$ cat src/rtl/sub_pkg.sv
// Shared types and sizing helpers for the serial subtractor datapath.
package sub_pkg;

  typedef enum logic {
    IDLE = 1'b0,
    RUN  = 1'b1
  } state_t;

  // The slice counter needs to hold L = width / bits_per_cycle.
  function automatic int cnt_width(input int width, input int bits_per_cycle);
    return $clog2(width / bits_per_cycle + 1);
  endfunction

endpackage

$ cat src/rtl/full_sub_slice.sv
// Combinational N-bit ripple full subtractor: d = x - y - c_in, c_out is the borrow out.
module full_sub_slice #(
  parameter int N = 1
) (
  input  logic [N-1:0] x,
  input  logic [N-1:0] y,
  input  logic         c_in,
  output logic [N-1:0] d,
  output logic         c_out
);

  logic [N:0] c;

  always_comb begin
    c    = '0;
    d    = '0;
    c[0] = c_in;
    for (int i = 0; i < N; i++) begin
      d[i]   = x[i] ^ y[i] ^ c[i];
      c[i+1] = (~x[i] & y[i]) | (~(x[i] ^ y[i]) & c[i]);
    end
  end

  assign c_out = c[N];

endmodule

$ cat src/rtl/serial_subtractor.sv
// Multi-cycle a - b - bin, BITS_PER_CYCLE bits per clock, LSB slice first, with start/done handshake.
module serial_subtractor
  import sub_pkg::*;
#(
  parameter int WIDTH          = 8,
  parameter int BITS_PER_CYCLE = 1
) (
  input  logic             clk,
  input  logic             rst,
  input  logic             start,
  input  logic [WIDTH-1:0] a,
  input  logic [WIDTH-1:0] b,
  input  logic             bin,
  output logic             busy,
  output logic             done,
  output logic [WIDTH-1:0] diff,
  output logic             bout,
  output logic             ovf,
  output logic             zero
);

  localparam int L  = WIDTH / BITS_PER_CYCLE;
  localparam int CW = cnt_width(WIDTH, BITS_PER_CYCLE);
  localparam logic [CW-1:0] LAST_SLICE = CW'(L - 1);

  state_t                    state;
  logic [WIDTH-1:0]          a_sh;
  logic [WIDTH-1:0]          b_sh;
  logic [WIDTH-1:0]          part;
  logic                      borrow;
  logic                      a_msb;
  logic                      b_msb;
  logic [CW-1:0]             cnt;
  logic [BITS_PER_CYCLE-1:0] slice_d;
  logic                      slice_bout;
  logic [WIDTH-1:0]          next_part;

  full_sub_slice #(.N(BITS_PER_CYCLE)) u_slice (
    .x     (a_sh[BITS_PER_CYCLE-1:0]),
    .y     (b_sh[BITS_PER_CYCLE-1:0]),
    .c_in  (borrow),
    .d     (slice_d),
    .c_out (slice_bout)
  );

  // Each new slice enters at the top so after L slices the word is right-aligned.
  assign next_part = (part >> BITS_PER_CYCLE) | (WIDTH'(slice_d) << (WIDTH - BITS_PER_CYCLE));

  always_ff @(posedge clk or posedge rst) begin
    if (rst) begin
      state  <= IDLE;
      a_sh   <= '0;
      b_sh   <= '0;
      part   <= '0;
      borrow <= 1'b0;
      a_msb  <= 1'b0;
      b_msb  <= 1'b0;
      cnt    <= '0;
      busy   <= 1'b0;
      done   <= 1'b0;
      diff   <= '0;
      bout   <= 1'b0;
      ovf    <= 1'b0;
      zero   <= 1'b0;
    end else begin
      done <= 1'b0;
      case (state)
        IDLE: begin
          if (start) begin
            a_sh   <= a;
            b_sh   <= b;
            borrow <= bin;
            a_msb  <= a[WIDTH-1];
            b_msb  <= b[WIDTH-1];
            part   <= '0;
            cnt    <= '0;
            busy   <= 1'b1;
            state  <= RUN;
          end
        end
        RUN: begin
          a_sh   <= a_sh >> BITS_PER_CYCLE;
          b_sh   <= b_sh >> BITS_PER_CYCLE;
          part   <= next_part;
          borrow <= slice_bout;
          cnt    <= cnt + CW'(1);
          // Result registers only change here, so they never expose partial sums.
          if (cnt == LAST_SLICE) begin
            diff  <= next_part;
            bout  <= slice_bout;
            ovf   <= (a_msb ^ b_msb) & (a_msb ^ next_part[WIDTH-1]);
            zero  <= (next_part == '0);
            done  <= 1'b1;
            busy  <= 1'b0;
            state <= IDLE;
          end
        end
        default: state <= IDLE;
      endcase
    end
  end

endmodule

$ cat config.mk
export PLATFORM = sky130hd
export DESIGN_NAME = serial_subtractor
export DESIGN_NICKNAME = d
export VERILOG_FILES = /design/src/rtl/sub_pkg.sv /design/src/rtl/full_sub_slice.sv /design/src/rtl/serial_subtractor.sv
export SDC_FILE = /design/constraint.sdc
export NUM_CORES = 1
export LEC_CHECK = 0
export CORE_UTILIZATION = 50
export CTS_CLUSTER_DIAMETER = 150
export DETAILED_ROUTE_END_ITERATION = 8
export HOLD_SLACK_MARGIN = 0.05
export PLACE_DENSITY = 0.88
export SYNTH_ARGS = -nofsm -noshare
export SYNTH_HDL_FRONTEND = slang
export SYNTH_HIERARCHICAL = 1
export SYNTH_SLANG_ARGS = --single-unit
$ cat constraint.sdc
create_clock -name clk -period 2.9 [get_ports clk]
set_input_delay 0.29 -clock clk [delete_from_list [all_inputs] [get_ports clk]]
set_output_delay 0.29 -clock clk [all_outputs]
set_load 0.005 [all_outputs]
# Yosys cells after proc, flatten, opt, wreduce, memory -nomap -nowiden
# Index checks and enable logic that the tools add are counted.
op_classes:
  add_sub_neg: 1
  bitwise_logic: 12
  mux: 18
  n_eq_ne: 3
  n_reduce_logical: 4
op_table:
  columns: ["op", "count"]
  rows:
  - ["8-bit one-hot mux with 2 select lines", 3]
  - ["8-bit two-way mux", 3]
  - ["8-bit logical NOT", 1]
  - ["7-bit by 8-bit OR with 8-bit output", 1]
  - ["4-bit one-hot mux with 2 select lines", 1]
  - ["1-bit two-way mux", 7]
  - ["1-bit one-hot mux with 2 select lines", 3]
  - ["2-bit AND reduction", 3]
  - ["4-bit by 1-bit adder with 4-bit output (second input constant)", 1]
  - ["4-bit by 3-bit == test with 1-bit output (second input constant)", 1]
  - ["4-bit two-way mux", 1]
  - ["1-bit bitwise XOR", 4]
  - ["1-bit bitwise AND", 3]
  - ["1-bit NOT", 3]
  - ["2-bit by 1-bit != test with 1-bit output (second input constant)", 1]
  - ["2-bit != test (second input constant)", 1]
  - ["1-bit OR", 1]
word_totals:
  input_bits: 20
  ff_bits: 45
  wordCells: 52

# Depth between registers and ports, before layout
depth:
  depth_word: 5
  depth_mapped: 5
  ltp_nobuf: 5

# By module
# Netlist, hierarchy kept.
by_module_without_submodules:
  columns: ["module", "cells_each", "area_each_um2", "n_inst"]
  rows:
  - ["serial_subtractor", 166, 1910.6, 1]
  - ["full_sub_slice", 4, 31.3, 1]

# Least setup slack after synthesis
# OpenSTA, ideal clock, no wires.
synth_timing:
  kind: "register -> register"
  startpoint: "register b_sh[0]"
  endpoint: "register ovf"
  synth_period_minus_slack_ps: 1355
  path_slack_ps: 1545
  setup_time_ps: 83
  arrival_time_ps: 1273
  required_time_ps: 2817
  stages_incl_launch_ff: 6
  path_cell_list: "dfrtp_1 > inv_1 > fa_1 > nor2b_1 > a21oi_1 > o21ai_0"
synth_via:
  elab_chain_len: 5
synth_lines:
  columns: ["element", "line_no", "source"]
  rows:
  - ["start: declaration", "serial_subtractor.sv:28", "logic [WIDTH-1:0] b_sh;"]
  - ["start signal: assignment", "serial_subtractor.sv:83", "b_sh <= b_sh >> BITS_PER_CYCLE;"]
  - ["1-bit bitwise XOR (2 in series)", "full_sub_slice.sv:19", "d[i] = x[i] ^ y[i] ^ c[i];"]
  - ["7-bit by 8-bit OR with 8-bit output", "serial_subtractor.sv:47", "assign next_part = (part >> BITS_PER_CYCLE) | (WIDTH'(slice_d) << (WIDTH - BITS_PER_CYCLE));"]
  - ["net next_part[7]", "serial_subtractor.sv:36", "logic [WIDTH-1:0] next_part;"]
  - ["1-bit bitwise XOR", "serial_subtractor.sv:91", "ovf <= (a_msb ^ b_msb) & (a_msb ^ next_part[WIDTH-1]);"]
  - ["1-bit bitwise AND", "serial_subtractor.sv:91", null]
  - ["end signal: assignment", "serial_subtractor.sv:91", null]
  - ["end: declaration", "serial_subtractor.sv:18", "output logic ovf,"]
# The timed path passes the listed nets, and every way through them passes these cells.
# A chain may end at the register's enable or synchronous reset.

# Final worst setup path
layout_timing:
  startpoint: "input start"
  endpoint: "register a_sh[4]"
layout_via:
  elab_chain_len: 1
layout_lines:
  columns: ["element", "line_no", "source"]
  rows:
  - ["start: declaration", "serial_subtractor.sv:10", "input logic start,"]
  - ["2-bit != test (no line)", null, null]
  - ["end signal: assignment", "serial_subtractor.sv:82", "a_sh <= a_sh >> BITS_PER_CYCLE;"]
  - ["end: declaration", "serial_subtractor.sv:27", "logic [WIDTH-1:0] a_sh;"]
# No other way between the ends.

==> impl_metrics.env <==
export IMPL_clock_fmax_ghz=0.606
export IMPL_drtIter0Drc=72
export IMPL_io_pins=33
export IMPL_post_route_period_util_pct=56.9
export IMPL_crit_family="buffers and inverters"
export IMPL_power_density_nw_per_um2=946
export IMPL_critical_path_arrival_ns=1.82
export IMPL_avgSynthCellArea_um2=11.4
export IMPL_slew_viol_final=0
export IMPL_cts_sinks=44
export IMPL_via_per_inst=5.24
export IMPL_clk_pin_slew_worst_paths_ns=0.08
export IMPL_synth_top_cell_by_area="dfrtp_1"
export IMPL_setup_viol=0
export IMPL_root_buffer="clkbuf_8"
export IMPL_final_hold_viol_count=0
export IMPL_multi_input_area_um2=759
export IMPL_syn_to_final_growth_pct=22.3
export IMPL_synth_adder_area_share_pct=1.68
export IMPL_ys_warn_count=6
export IMPL_initial_core_util_pct=52.6
export IMPL_cts_hold_buf=0
export IMPL_fin_area_um2=2370
export IMPL_cts_htree_levels=2
export IMPL_synth_xor_area_share_pct=0
export IMPL_postCtsSetupRepairBufs=0
export IMPL_ir_drop_mv=0.488
export IMPL_layout_nets=224
export IMPL_total_leakage_power_nw=1.10
export IMPL_drc=0
export IMPL_synth_top_area_share_pct=56.7
export IMPL_placed_cell_area_um2=2280
export IMPL_gp_congestion=0.773
export IMPL_synth_compound_area_share_pct=7.47
export IMPL_status="finished, final reports clean"
export IMPL_worst_pin_slew_ns=0.598
export IMPL_dr_pass1_iters=4
export IMPL_cts_resized_gates=0
export IMPL_cts_tree="done"
export IMPL_yosysSeqAreaShare_pct=56.7
export IMPL_worst_path_buf_inv=2
export IMPL_path_max_fanout=16
export IMPL_cp_required_ns=3.07
export IMPL_via_count=1314
export IMPL_maxSlewHeadroom_pct=60.0
export IMPL_antenna_cells=0
export IMPL_synth_top_family_by_area="multiplexers"
export IMPL_portBuffers=32
export IMPL_synth_simple_area_share_pct=12.8
export IMPL_fin_worst_skew_ns=0.00464
export IMPL_grt_ovfl_total=0
export IMPL_crit_path_end_kind="flop"
export IMPL_fill_cells=310
export IMPL_grt_pass1_wl_um=6000
export IMPL_maxCapViolCount=0
export IMPL_core_area_um2=3690
export IMPL_grt_total_usage_pct=19.4
export IMPL_dp_hpwl_um=2300
export IMPL_startpoint_type="input port"
export IMPL_fp_dieH_um=64.3
export IMPL_wl_per_cell_um=13.5
export IMPL_slowest_delay_ns=0.85
export IMPL_syn_num_nets=192
export IMPL_ant_nets=0
export IMPL_grt_antenna_before_repair=0
export IMPL_setup_tns_final_ns=0
export IMPL_cts_buffers=5
export IMPL_crit_chain="clkdlybuf4s50_1 > buf_4 > mux2i_1 > o21ai_0"
export IMPL_clock_path_buffers=2
export IMPL_grt_pass1_vias=1352
export IMPL_synthCells=170
export IMPL_dp_cells=243
export IMPL_synth_distinct_cells=22
export IMPL_die_width_um=64.3
export IMPL_ff_latch_area_um2=1100
export IMPL_layout_commonest_cell="dfrtp_1"
export IMPL_rows=22
export IMPL_synth_area_um2=1940
export IMPL_stdcell_count=251
export IMPL_wl_um=3380
export IMPL_yosys_mux_area_fraction_pct=17.2
export IMPL_rsz0062_at_grt="false"
export IMPL_finalCriticalPeriod_ns=1.65
export IMPL_ys_ff_latch=44
export IMPL_slowest_stage="clkdlybuf4s50_1"
export IMPL_worstSetupPathType="in -> reg"
export IMPL_synth_area_leaders="dfrtp_1 (57%), mux2i_1 (9.3%), o21ai_0 (7.0%), nand2_1 (5.2%), mux2_2 (4.1%)"
export IMPL_hp_class="in -> async"
export IMPL_most_common_layout_cells="dfrtp_1 (44), clkdlybuf4s50_1 (32), nand2_1 (27), o21ai_0 (27), mux2i_1 (18)"
export IMPL_worst_skew_pair_late_latency_ns=0.30
export IMPL_grt_max_degree=47
export IMPL_drive_above_1_share_pct=11.8
export IMPL_dieArea_um2=4140
[stage by stage]
stage	setup slack (ns)	total power, mW	hold WS [ns]	utilization, %
floorplan	1.54	1.57	0.442	-
finish	1.25	2.25	0.433	64.4
global route	1.13	2.42	0.503	64.4
CTS	1.25	2.27	0.451	64.4
detailed placement	0.938	1.87	0.466	61.9
global placement	0.986	1.83	0.462	61.9
[layout make-up]
| class | instances | share of cell area, % |
|---|---|---|
| clock buffers | 6 | 3.48 |
| flip-flops and latches | 44 | 46.4 |
| inverters | 5 | 0.790 |
| clock inverters | 2 | 0.421 |
| well taps | 48 | 2.53 |
| repair buffers | 35 | 14.4 |
| multi-input cells | 111 | 32.0 |
[state kept, by name, indices dropped and copies added, names as in the netlist]
signal and cells:
a_sh 8, b_sh 8, diff 8, part 7, cnt 4, a_msb 1, b_msb 1, borrow 1
bout 1, busy 1, done 1, ovf 1, state 1, zero 1
[cell usage after synthesis, drive strengths merged]
master / n
fa: 1
buf: 9
nor4: 2
mux2: 12
nand4b: 1
o21ai: 27
ha: 1
nor2: 6
dfrtp: 44
nor2b: 3
nor3b: 1
nand3: 1
mux2i: 18
nand2: 27
nand4: 1
nand2b: 8
clkbuf: 1
a21oi: 2
inv: 5
[worst register-to-register path: stages, from the launching register on]
cell and delay, ns:
dfrtp_1 0.35, inv_1 0.06, fa_1 0.65, nor2b_1 0.18, a21oi_1 0.08, o21ai_0 0.16
[power breakdown]
| group | switching [mW] | internal, mW |
|---|---|---|
| clock network | 0.203 | 0.190 |
| logic | 0.336 | 0.450 |
| registers | 0.199 | 0.870 |
| total | 0.738 | 1.51 |
[metal layers]
layer / wire, µm / GRT usage [%] / up-vias
met5: 0 / 0 / -
met4: 71 / 9.17 / 0
met3: 111 / 4.29 / 6
met2: 1600 / 32.6 / 27
met1: 1600 / 23.4 / 641
li1: - / - / 640
[path summary, 6_finish.rpt]
check	from	to	slack [ns]	depth (start not counted)
max reg2reg	b_sh[0]	ovf	1.32	5
min	rst	a_sh[4]	0.43	3
min in group clk	cnt[3]	cnt[3]	0.48	1
min reg2reg	cnt[3]	cnt[3]	0.48	1
max in group asynchronous	rst	a_msb	2.10	3
max	start	a_sh[4]	1.25	4
[kinds of logic after synthesis]
kind of cell             after synthesis
multiplexers                          30
buffers and inverters                 15
flip-flops                            44
adder cells (fa/ha/maj)                2
AND/OR/NAND/NOR                       50
AO/OA/AOI/OAI                         29
Power figures use the tool's default switching activity.
